## config.mk

```make
export PLATFORM = sky130hd
export DESIGN_NAME = ptch_fusion_integ_flat
export DESIGN_NICKNAME = d
export VERILOG_FILES = /design/src/rtl/ptch_fusion_integ_pkg.sv /design/src/rtl/ptch_fusion_integ_if.sv /design/src/rtl/ptch_fusion_integ_offset_cal.sv /design/src/rtl/ptch_fusion_integ.sv /design/src/flat_wrapper.sv
export SDC_FILE = /design/constraint.sdc
export NUM_CORES = 1
export LEC_CHECK = 0
export ABC_AREA = 1
export CORE_ASPECT_RATIO = 1.5
export CORE_UTILIZATION = 50
export CTS_CLUSTER_SIZE = 20
export DETAILED_ROUTE_END_ITERATION = 10
export PLACE_DENSITY = 0.78
export SYNTH_ARGS = -nofsm -noshare
export SYNTH_HDL_FRONTEND = slang
export SYNTH_SLANG_ARGS = --single-unit
export TNS_END_PERCENT = 10
```

## constraint.sdc

```tcl
create_clock -name clk -period 11.6 [get_ports clk]
set_input_delay 2.32 -clock clk [delete_from_list [all_inputs] [get_ports clk]]
set_output_delay 2.32 -clock clk [all_outputs]
set_load 0.005 [all_outputs]
```

## src/rtl/ptch_fusion_integ_pkg.sv

```systemverilog
// Shared types and constants for the pitch fusion integrator.
// Holds the state encoding, the accelerometer scaling and the integrator width.
package ptch_pkg;

   typedef enum logic {
      CAL = 1'b0,
      RUN = 1'b1
   } state_t;

   localparam int ACC_SCALE = 327;
   localparam int ACC_SHIFT = 13;
   localparam int INT_W     = 27;
   localparam int PTCH_LSB  = 11;

   // Clamp a two-bit-wider sum back into the integrator range.
   function automatic logic signed [INT_W-1:0] sat_int(input logic signed [INT_W+1:0] v);
      if (v > $signed({3'b000, {(INT_W-1){1'b1}}}))
         return {1'b0, {(INT_W-1){1'b1}}};
      else if (v < $signed({3'b111, {(INT_W-1){1'b0}}}))
         return {1'b1, {(INT_W-1){1'b0}}};
      else
         return v[INT_W-1:0];
   endfunction

endpackage

```

## src/rtl/ptch_fusion_integ_if.sv

```systemverilog
// Sample/result bus between the inertial front end and the pitch fusion block.
interface ptch_fusion_integ_if;
   logic               vld;
   logic signed [15:0] ptch_rt;
   logic signed [15:0] AZ;
   logic               cal_req;
   logic signed [15:0] ptch;
   logic               ptch_vld;
   logic               cal_done;

   modport master (
      output vld, ptch_rt, AZ, cal_req,
      input  ptch, ptch_vld, cal_done
   );

   modport slave (
      input  vld, ptch_rt, AZ, cal_req,
      output ptch, ptch_vld, cal_done
   );
endinterface

```

## src/rtl/ptch_fusion_integ_offset_cal.sv

```systemverilog
// Gyro zero-rate offset learner: averages 2^CAL_LOG2 rate samples.
// The offset register survives a restart until the next average completes.
module ptch_offset_cal
   import ptch_pkg::*;
#(
   parameter int CAL_LOG2 = 4
) (
   input  logic               clk,
   input  logic               rst,
   input  logic               i_en,
   input  logic               i_vld,
   input  logic               i_clr,
   input  logic signed [15:0] i_rt,
   output logic signed [15:0] o_offset,
   output logic               o_cal_complete
);

   localparam int ACC_W = 16 + CAL_LOG2;

   logic signed [ACC_W-1:0]  r_cal_acc;
   logic [CAL_LOG2-1:0]      r_cal_cnt;
   logic signed [15:0]       r_offset;
   logic signed [ACC_W-1:0]  w_acc_next;
   logic                     w_take;
   logic                     w_last;

   assign w_take     = i_en & i_vld & ~i_clr;
   assign w_last     = w_take & (r_cal_cnt == {CAL_LOG2{1'b1}});
   assign w_acc_next = r_cal_acc + ACC_W'(i_rt);

   always_ff @(posedge clk or posedge rst) begin
      if (rst) begin
         r_cal_acc <= '0;
         r_cal_cnt <= '0;
         r_offset  <= '0;
      end else if (i_clr) begin
         r_cal_acc <= '0;
         r_cal_cnt <= '0;
      end else if (w_take) begin
         if (w_last) begin
            // arithmetic shift gives floor rounding for negative sums
            r_offset  <= 16'(w_acc_next >>> CAL_LOG2);
            r_cal_acc <= '0;
            r_cal_cnt <= '0;
         end else begin
            r_cal_acc <= w_acc_next;
            r_cal_cnt <= r_cal_cnt + 1'b1;
         end
      end
   end

   assign o_offset       = r_offset;
   assign o_cal_complete = w_last;

endmodule

```

## src/rtl/ptch_fusion_integ.sv

```systemverilog
// Fused pitch estimator: offset-corrected gyro integration with a fixed-step
// complementary correction toward the accelerometer pitch.
//
//   state | meaning
//   CAL   | averaging gyro samples to learn the zero-rate offset, ptch held at 0
//   RUN   | offset valid, each sample goes through the 2-stage integrate pipeline
module ptch_fusion_integ
   import ptch_pkg::*;
#(
   parameter int                 CAL_LOG2    = 4,
   parameter logic signed [15:0] AZ_OFFSET   = 16'sh00A0,
   parameter int                 FUSION_GAIN = 1024
) (
   input  logic          clk,
   input  logic          rst,
   ptch_fusion_integ_if.slave bus
);

   localparam int SUM_W = INT_W + 2;

   state_t                   r_state;
   logic signed [16:0]       r_comp;
   logic signed [15:0]       r_ptch_acc;
   logic                     r_s1_vld;
   logic signed [INT_W-1:0]  r_ptch_int;
   logic signed [15:0]       r_ptch;
   logic                     r_ptch_vld;
   logic                     r_cal_done;

   logic signed [15:0]       w_offset;
   logic                     w_cal_complete;
   logic                     w_in_cal;
   logic signed [16:0]       w_comp;
   logic signed [16:0]       w_azc;
   logic signed [INT_W-1:0]  w_prod;
   logic signed [SUM_W-1:0]  w_fus;
   logic signed [SUM_W-1:0]  w_sum;
   logic signed [INT_W-1:0]  w_int_next;

   assign w_in_cal = (r_state == CAL);

   ptch_offset_cal #(
      .CAL_LOG2 (CAL_LOG2)
   ) u_offset_cal (
      .clk            (clk),
      .rst            (rst),
      .i_en           (w_in_cal),
      .i_vld          (bus.vld),
      .i_clr          (bus.cal_req),
      .i_rt           (bus.ptch_rt),
      .o_offset       (w_offset),
      .o_cal_complete (w_cal_complete)
   );

   assign w_comp = 17'(bus.ptch_rt) - 17'(w_offset);
   assign w_azc  = 17'(bus.AZ) - 17'(AZ_OFFSET);
   assign w_prod = INT_W'(w_azc) * INT_W'(ACC_SCALE);

   // correction direction is decided against the pitch already on the output
   assign w_fus      = (r_ptch_acc > r_ptch) ? SUM_W'(FUSION_GAIN) : -SUM_W'(FUSION_GAIN);
   assign w_sum      = SUM_W'(r_ptch_int) - SUM_W'(r_comp) + w_fus;
   assign w_int_next = sat_int(w_sum);

   always_ff @(posedge clk or posedge rst) begin
      if (rst) begin
         r_state    <= CAL;
         r_comp     <= '0;
         r_ptch_acc <= '0;
         r_s1_vld   <= 1'b0;
         r_ptch_int <= '0;
         r_ptch     <= '0;
         r_ptch_vld <= 1'b0;
         r_cal_done <= 1'b0;
      end else begin
         r_s1_vld   <= 1'b0;
         r_ptch_vld <= 1'b0;
         if (bus.cal_req) begin
            r_state    <= CAL;
            r_ptch_int <= '0;
            r_ptch     <= '0;
            r_cal_done <= 1'b0;
         end else begin
            case (r_state)
               CAL: begin
                  if (w_cal_complete) begin
                     r_state    <= RUN;
                     r_ptch_int <= '0;
                     r_cal_done <= 1'b1;
                  end
               end
               RUN: begin
                  if (bus.vld) begin
                     r_s1_vld   <= 1'b1;
                     r_comp     <= w_comp;
                     r_ptch_acc <= 16'(w_prod >>> ACC_SHIFT);
                  end
                  if (r_s1_vld) begin
                     r_ptch_int <= w_int_next;
                     r_ptch     <= w_int_next[PTCH_LSB +: 16];
                     r_ptch_vld <= 1'b1;
                  end
               end
               default: r_state <= CAL;
            endcase
         end
      end
   end

   assign bus.ptch     = r_ptch;
   assign bus.ptch_vld = r_ptch_vld;
   assign bus.cal_done = r_cal_done;

endmodule

```

## src/flat_wrapper.sv

```systemverilog
// flat-port wrapper written by rule: the top's interface ports become plain ports
module ptch_fusion_integ_flat import ptch_pkg::*;
#(
   parameter int                 CAL_LOG2    = 4,
   parameter logic signed [15:0] AZ_OFFSET   = 16'sh00A0,
   parameter int                 FUSION_GAIN = 1024
)
  (clk, rst, bus_vld, bus_ptch_rt, bus_AZ, bus_cal_req, bus_ptch, bus_ptch_vld, bus_cal_done);
  ptch_fusion_integ_if bus_i ();
  input  logic clk;
  input  logic rst;
  input wire logic [$bits(bus_i.vld)-1:0] bus_vld;
  input wire logic [$bits(bus_i.ptch_rt)-1:0] bus_ptch_rt;
  input wire logic [$bits(bus_i.AZ)-1:0] bus_AZ;
  input wire logic [$bits(bus_i.cal_req)-1:0] bus_cal_req;
  output wire logic [$bits(bus_i.ptch)-1:0] bus_ptch;
  output wire logic [$bits(bus_i.ptch_vld)-1:0] bus_ptch_vld;
  output wire logic [$bits(bus_i.cal_done)-1:0] bus_cal_done;
  assign bus_i.vld = bus_vld;
  assign bus_i.ptch_rt = bus_ptch_rt;
  assign bus_i.AZ = bus_AZ;
  assign bus_i.cal_req = bus_cal_req;
  assign bus_ptch = bus_i.ptch;
  assign bus_ptch_vld = bus_i.ptch_vld;
  assign bus_cal_done = bus_i.cal_done;
  ptch_fusion_integ #(.CAL_LOG2(CAL_LOG2), .AZ_OFFSET(AZ_OFFSET), .FUSION_GAIN(FUSION_GAIN)) u_core (.clk(clk), .rst(rst), .bus(bus_i));
endmodule
```

* Word-level counts from Yosys, hierarchy flattened
Cells that the tools add are included.
** Word-level totals
- Bits in registers :: 118
- Input port bits :: 36
- Output and inout bits :: 18
- Logic and storage cells :: 67
** Operators by class
- $add $sub $neg :: 6
- Multipliers :: 1
- $lt $le $gt $ge :: 3
- Equality and inequality tests :: 4
- Multiplexer cells :: 28
- Bitwise operators :: 5
- Reduce and logical (&&, ||, !) cells :: 9
** Operators by type and width (count)
- $mux W27 :: 5
- $mux W20 :: 3
- $pmux W27 S2 :: 1
- $mux W16 :: 3
- $add A29 B29 Y29 :: 1
- $gt A29 B27 Y1 const B :: 1
- $lt A29 B27 Y1 const B :: 1
- $mux W29 :: 1
- $sub A27 B17 Y28 :: 1
- $mul A17 B10 Y27 const B :: 1
- $add A20 B16 Y20 :: 1
- $sub A16 B16 Y17 :: 1
- $sub A16 B9 Y17 const B :: 1
- $gt A14 B16 Y1 :: 1
- $mux W1 :: 12
- $mux W4 :: 3
- $reduce_bool A2 Y1 :: 4
- $reduce_and A2 Y1 :: 3
- $reduce_and A3 Y1 :: 2
- $add A4 B1 Y4 const B :: 1
- $eq A4 B4 Y1 const B :: 1
- $and A1 B1 Y1 :: 3
- $ne A3 B2 Y1 const B :: 1
- $ne A3 B3 Y1 const B :: 1
- other kinds (2) :: 3

* Logic depth before layout (Yosys ltp)
- Depth after elaboration :: 9
- Mapped depth :: 39

* Modules after synthesis
Synthesis repeated with hierarchy kept, for this count alone.
** Second synthesis, totals
- Cells, all modules :: 1796
- Area, all modules :: 12907.4 um^2
** Modules (own cells, without submodules)
- ptch_fusion_integ :: times used 1, cells each 1404, area each 10108.4 um^2, sequential area each 1951.9 um^2
- ptch_offset_cal :: times used 1, cells each 392, area each 2798.9 um^2, sequential area each 1001.0 um^2

* Worst setup path before layout
No wires, ideal clock.
- Path type :: input port to flip-flop
- From :: input bus_AZ[5]
- To :: register u_core.r_ptch_acc[13] (netlist name)
- Library setup time :: 0.135 ns
- Arrival time :: 7.300 ns
- Data required time :: 11.465 ns
- Setup slack :: 4.165 ns
- Stages :: 28
- Path through :: inv_1 ha_1 nor2_1 nor2_1 nand3_1 xnor2_1 ha_1 ha_1 fa_1 fa_1 inv_1 fa_1 inv_1 ha_1 nand2_1 inv_1 nand2_1 nor3_1 a21oi_1 o21a_1 o21ai_0 nand3_1 nand2_1 nand2_1 nand3_1 nand2_1 nand2_1 a31oi_1
** Between the ends
- Longest elaborated chain between the ends :: 2
** RTL lines
- from (decl) :: RTL line flat_wrapper.sv:14 : input wire logic [$bits(bus_i.AZ)-1:0] bus_AZ;
- $sub A16 B9 Y17 :: RTL line ptch_fusion_integ.sv:56 : assign w_azc = 17'(bus.AZ) - 17'(AZ_OFFSET);
- $mul A17 B10 Y27 :: RTL line ptch_fusion_integ.sv:57 : assign w_prod = INT_W'(w_azc) * INT_W'(ACC_SCALE);
No other way between the ends.
A chain may end at the register's enable or synchronous reset.

* Worst setup path in the final report
- From :: input bus_AZ[5]
- To :: register u_core.r_ptch_acc[13] (netlist name)
** Between the ends
- Longest elaborated chain between the ends :: 2
** RTL lines (RTL line)
- $sub A16 B9 Y17 :: ptch_fusion_integ.sv:56
- $mul A17 B10 Y27 :: ptch_fusion_integ.sv:57
No other way between the ends.

==> summary.md <==
| Metric | Value |
|---|---|
| Hold path depth | 2 |
| Clk pwr share | 0.219 |
| Switching Share | 0.4718 |
| Rel. slew slack | 0.2886 |
| Hold slack | 0.4847 ns |
| Routed wire length | 28500 um |
| First-pass GRT wire length | 49120 um |
| Post-Syn Area | 12310 um2 |
| Pwr Density | 187.1 nW/um2 |
| Clock sinks | 118 |
| Setup TNS | 0 ns |
| Register area share after synthesis | 0.2400 |
| FFs w/ async S/R, synth | 1.000 |
| CTS Buffer Depth | 2 |
| Die width | 130.1 um |
| R2R Setup Slk | 6.78 ns |
| # resized after CTS | 0 |
| CP Launch Point | bus_AZ[5] |
| Final Setup Violations | 0 |
| Fin cells | 2080 |
| Yosys warns | 0 |
| Die Y | 194.1 um |
| CTS Hold Bufs | 0 |
| Clock-pin slew of the registers on the worst-case setup and hold paths | 0.07 ns |
| Cts bufs inserted | 17 |
| WP data required | 11.87 ns |
| Grt total ovfl | 0 |
| Number of flops mapped to enable cells by yosys | 0 |
| Vias in the first global route | 11000 |
| Switch Pwr | 0.001216 W |
| Clock Root Buffer | clkbuf_16 |
| Wire per inst | 13.70 um |
| Largest net degree at the start of global routing | 88 |
| Post-synth top cells | 516 x nand2_1, 269 x inv_1, 172 x ha_1, 118 x dfrtp_1, 92 x nor2_1 |
| Worst-skew pair later-pin latency | 0.43 ns |
| Fmax | 122.6 MHz |
| CP arrival | 8.43 ns |
| Row cnt | 70 |
| Avg Synthesized Cell Area | 7.286 um2 |
| RSZ-0062 raised after global routing | false |
| R2R depth | 23 |
| TritonCTS clock tree | built |
| Final ANT Viol Nets | 0 |
| Share of cells above drive strength 1 | 0.05866 |
| Post-CTS Setup Bufs | 0 |
| Number of max-cap violations | 0 |
| Critical path fanouts, max | 5 |
| Post-DP HPWL | 23280 um |
| DR DRC count | 0 |
| Core ar. | 24260 um2 |
| Setup CP Type | in2reg |
| Most used cell, CP | nand2_1 |
| CP endpoint kind | flip-flop |
| Gate power share | 0.598 |
| Reg power frac | 0.183 |
| Initial Util | 0.5072 |
| Post-synth top area share | 0.2400 |
| Clk_skew | 0.01523 ns |
| IO Pins | 54 |
| Max-slew violation count | 0 |
| CP Launch Type | primary input |
| Final-report hold violation count | 0 |
| DRT iter0 DRCs | 365 |
| CP max stage delay | 0.54 ns |
| Status | finished, final reports clean |
| Fin crit share | 0.7030 |
| Area of the multi-input gates | 8175 um2 |
| Final min period | 8.155 ns |
| Register area | 2953 um2 |
| Antenna violations before repair | 0 |
| Most common cell in the netlist | nand2_1 |
| HP Start | u_core.r_ptch_int[0]$_DFFE_PP0P_ |
| Min-Delay Path Class | reg2reg |
| Fill count | 2218 |
| Post-synth top flop | dfrtp_1 |
| Vias after detailed routing | 10800 |
| #FFs+latches synth | 118 |
| Worst r2r src | u_core.r_ptch_acc[13]$_DFFE_PP0P_ |
| Max IR drop VDD | 119.1 uV |
| Final GP Congestion | 0.9455 |
| H-tree depth | 4 |
| Post-layout nets | 2000 |
| Vias per inst | 5.190 |
| Global Route Usage Sum | 0.2437 |
| Tightest Pin Transition | 1.067 ns |
| Pleak | 7.640 nW |
| Ranking of synthesized cells by area | dfrtp_1 24%, ha_1 17%, nand2_1 16% |
| Synth-to-Final Area Change | 11.97% |
| Drt pass-1 iters | 5 |
| P_int | 0.001362 W |
| Synth cell types | 52 |
| Placed Cells | 2048 |
| Input/output buffers | 53 |
| Crit path max-delay cell type | fa_1 |
| DIE AREA | 25260 um2 |
| Cells after Synth | 1689 |
| Post-Syn Nets | 1946 |
| Leading area contributor after synthesis | dfrtp_1 |
| Antenna cells | 0 |
[final timing paths]
kind	endpoint
hold reg to reg	u_core.r_ptch_int[0]$_DFFE_PP0P_
min in group asynchronous	u_core.u_offset_cal.r_cal_acc[17]$_DFFE_PP0P_
setup / recovery	u_core.r_ptch_acc[13]$_DFFE_PP0P_
setup reg to reg	u_core.bus.ptch[9]$_DFFE_PP0P_
max in group asynchronous	u_core.r_ptch_acc[13]$_DFFE_PP0P_
hold / removal	u_core.r_ptch_int[0]$_DFFE_PP0P_
[per-stage QoR]
stage	power, W	util	cell area (um2)	setup slack, ns
floorplan	0.001708	-	12310	4.165
global placement	0.001971	0.5419	13150	3.073
detailed placement	0.002012	0.5419	13150	2.967
CTS	0.002586	0.5679	13780	3.424
global route	0.002839	0.5679	13780	2.884
finish	0.002578	0.5679	13780	3.445
[metal layers]
| metal | up-vias | routed length [um] | track usage |
|---|---|---|---|
| met5 | - | 0 | 0 |
| li1 | 5538 | - | - |
| met2 | 171 | 15370 | 0.4571 |
| met4 | 0 | 982 | 0.1085 |
| met1 | 5013 | 11580 | 0.2704 |
| met3 | 73 | 568 | 0.02318 |
[cells by family (layout without fill, tap and decap cells)]
logic type               Yosys count  count (layout)  share of synthesized area
AND/OR/NAND/NOR                  778             778                     0.2688
flip-flops                       118             118                     0.2400
adder cells (fa/ha/maj)          221             221                     0.2546
buffers and inverters            301             368                    0.09588
AO/OA/AOI/OAI                    218             218                     0.1030
XOR/XNOR                          53              53                    0.03772
[cell usage in the layout, fill, tap and decap left out, types with 5 or more instances in the layout]
| cell type | instances |
|---|---|
| nand3_2 | 6 |
| nand3b_1 | 9 |
| ha_1 | 172 |
| o21bai_1 | 11 |
| a31oi_1 | 14 |
| o21ai_0 | 67 |
| nand2_1 | 516 |
| xor2_1 | 34 |
| nand4_1 | 16 |
| clkbuf_16 | 17 |
| inv_1 | 268 |
| nor2_1 | 91 |
| fa_1 | 49 |
| inv_2 | 8 |
| clkdlybuf4s50_1 | 53 |
| dfrtp_1 | 118 |
| nand3_1 | 80 |
| or2_2 | 9 |
| o31ai_1 | 6 |
| nand2_2 | 18 |
| a21oi_1 | 84 |
| nor3_1 | 7 |
| inv_8 | 5 |
| xnor2_1 | 19 |
| a22o_1 | 10 |
| nor2_2 | 11 |
[power by group through the flow]
stage,sequential (W),clock (W),combinational (W)
final,0.000471,0.000566,0.00154
after global routing,0.000475,0.000588,0.00178
after CTS,0.000471,0.000570,0.00155
after detailed placement,0.000478,0,0.00153
after global placement,0.000476,0,0.00149
after floorplan,0.000472,0,0.00124
[flip-flops by register name, indices dropped and copies added (netlist names)]
signal                         count
u_core.r_ptch_int                 27
u_core.bus.ptch                   16
u_core.r_s1_vld                    1
u_core.u_offset_cal.r_cal_cnt      4
u_core.bus.cal_done                1
u_core.u_offset_cal.o_offset      16
u_core.r_ptch_acc                 14
u_core.r_state                     1
u_core.u_offset_cal.r_cal_acc     20
u_core.r_comp                     17
u_core.bus.ptch_vld                1
[critical path, delay by kind of cell]
family	cells	cell delay (ns)
AND/OR/NAND/NOR	12	1.32
XOR/XNOR	1	0.47
buffers and inverters	5	0.84
adder cells (fa/ha/maj)	7	2.72
AO/OA/AOI/OAI	4	0.74
[final cells by class]
type	instances	area share
Clock buffer	17	0.03088
Sequential cell	118	0.2143
Clock inverter	15	0.01498
Inverter	279	0.07637
Timing Repair Buffer	57	0.04068
Multi-Input combinational cell	1270	0.5934
Tap cell	324	0.02942
Power figures use the tool's default switching activity.
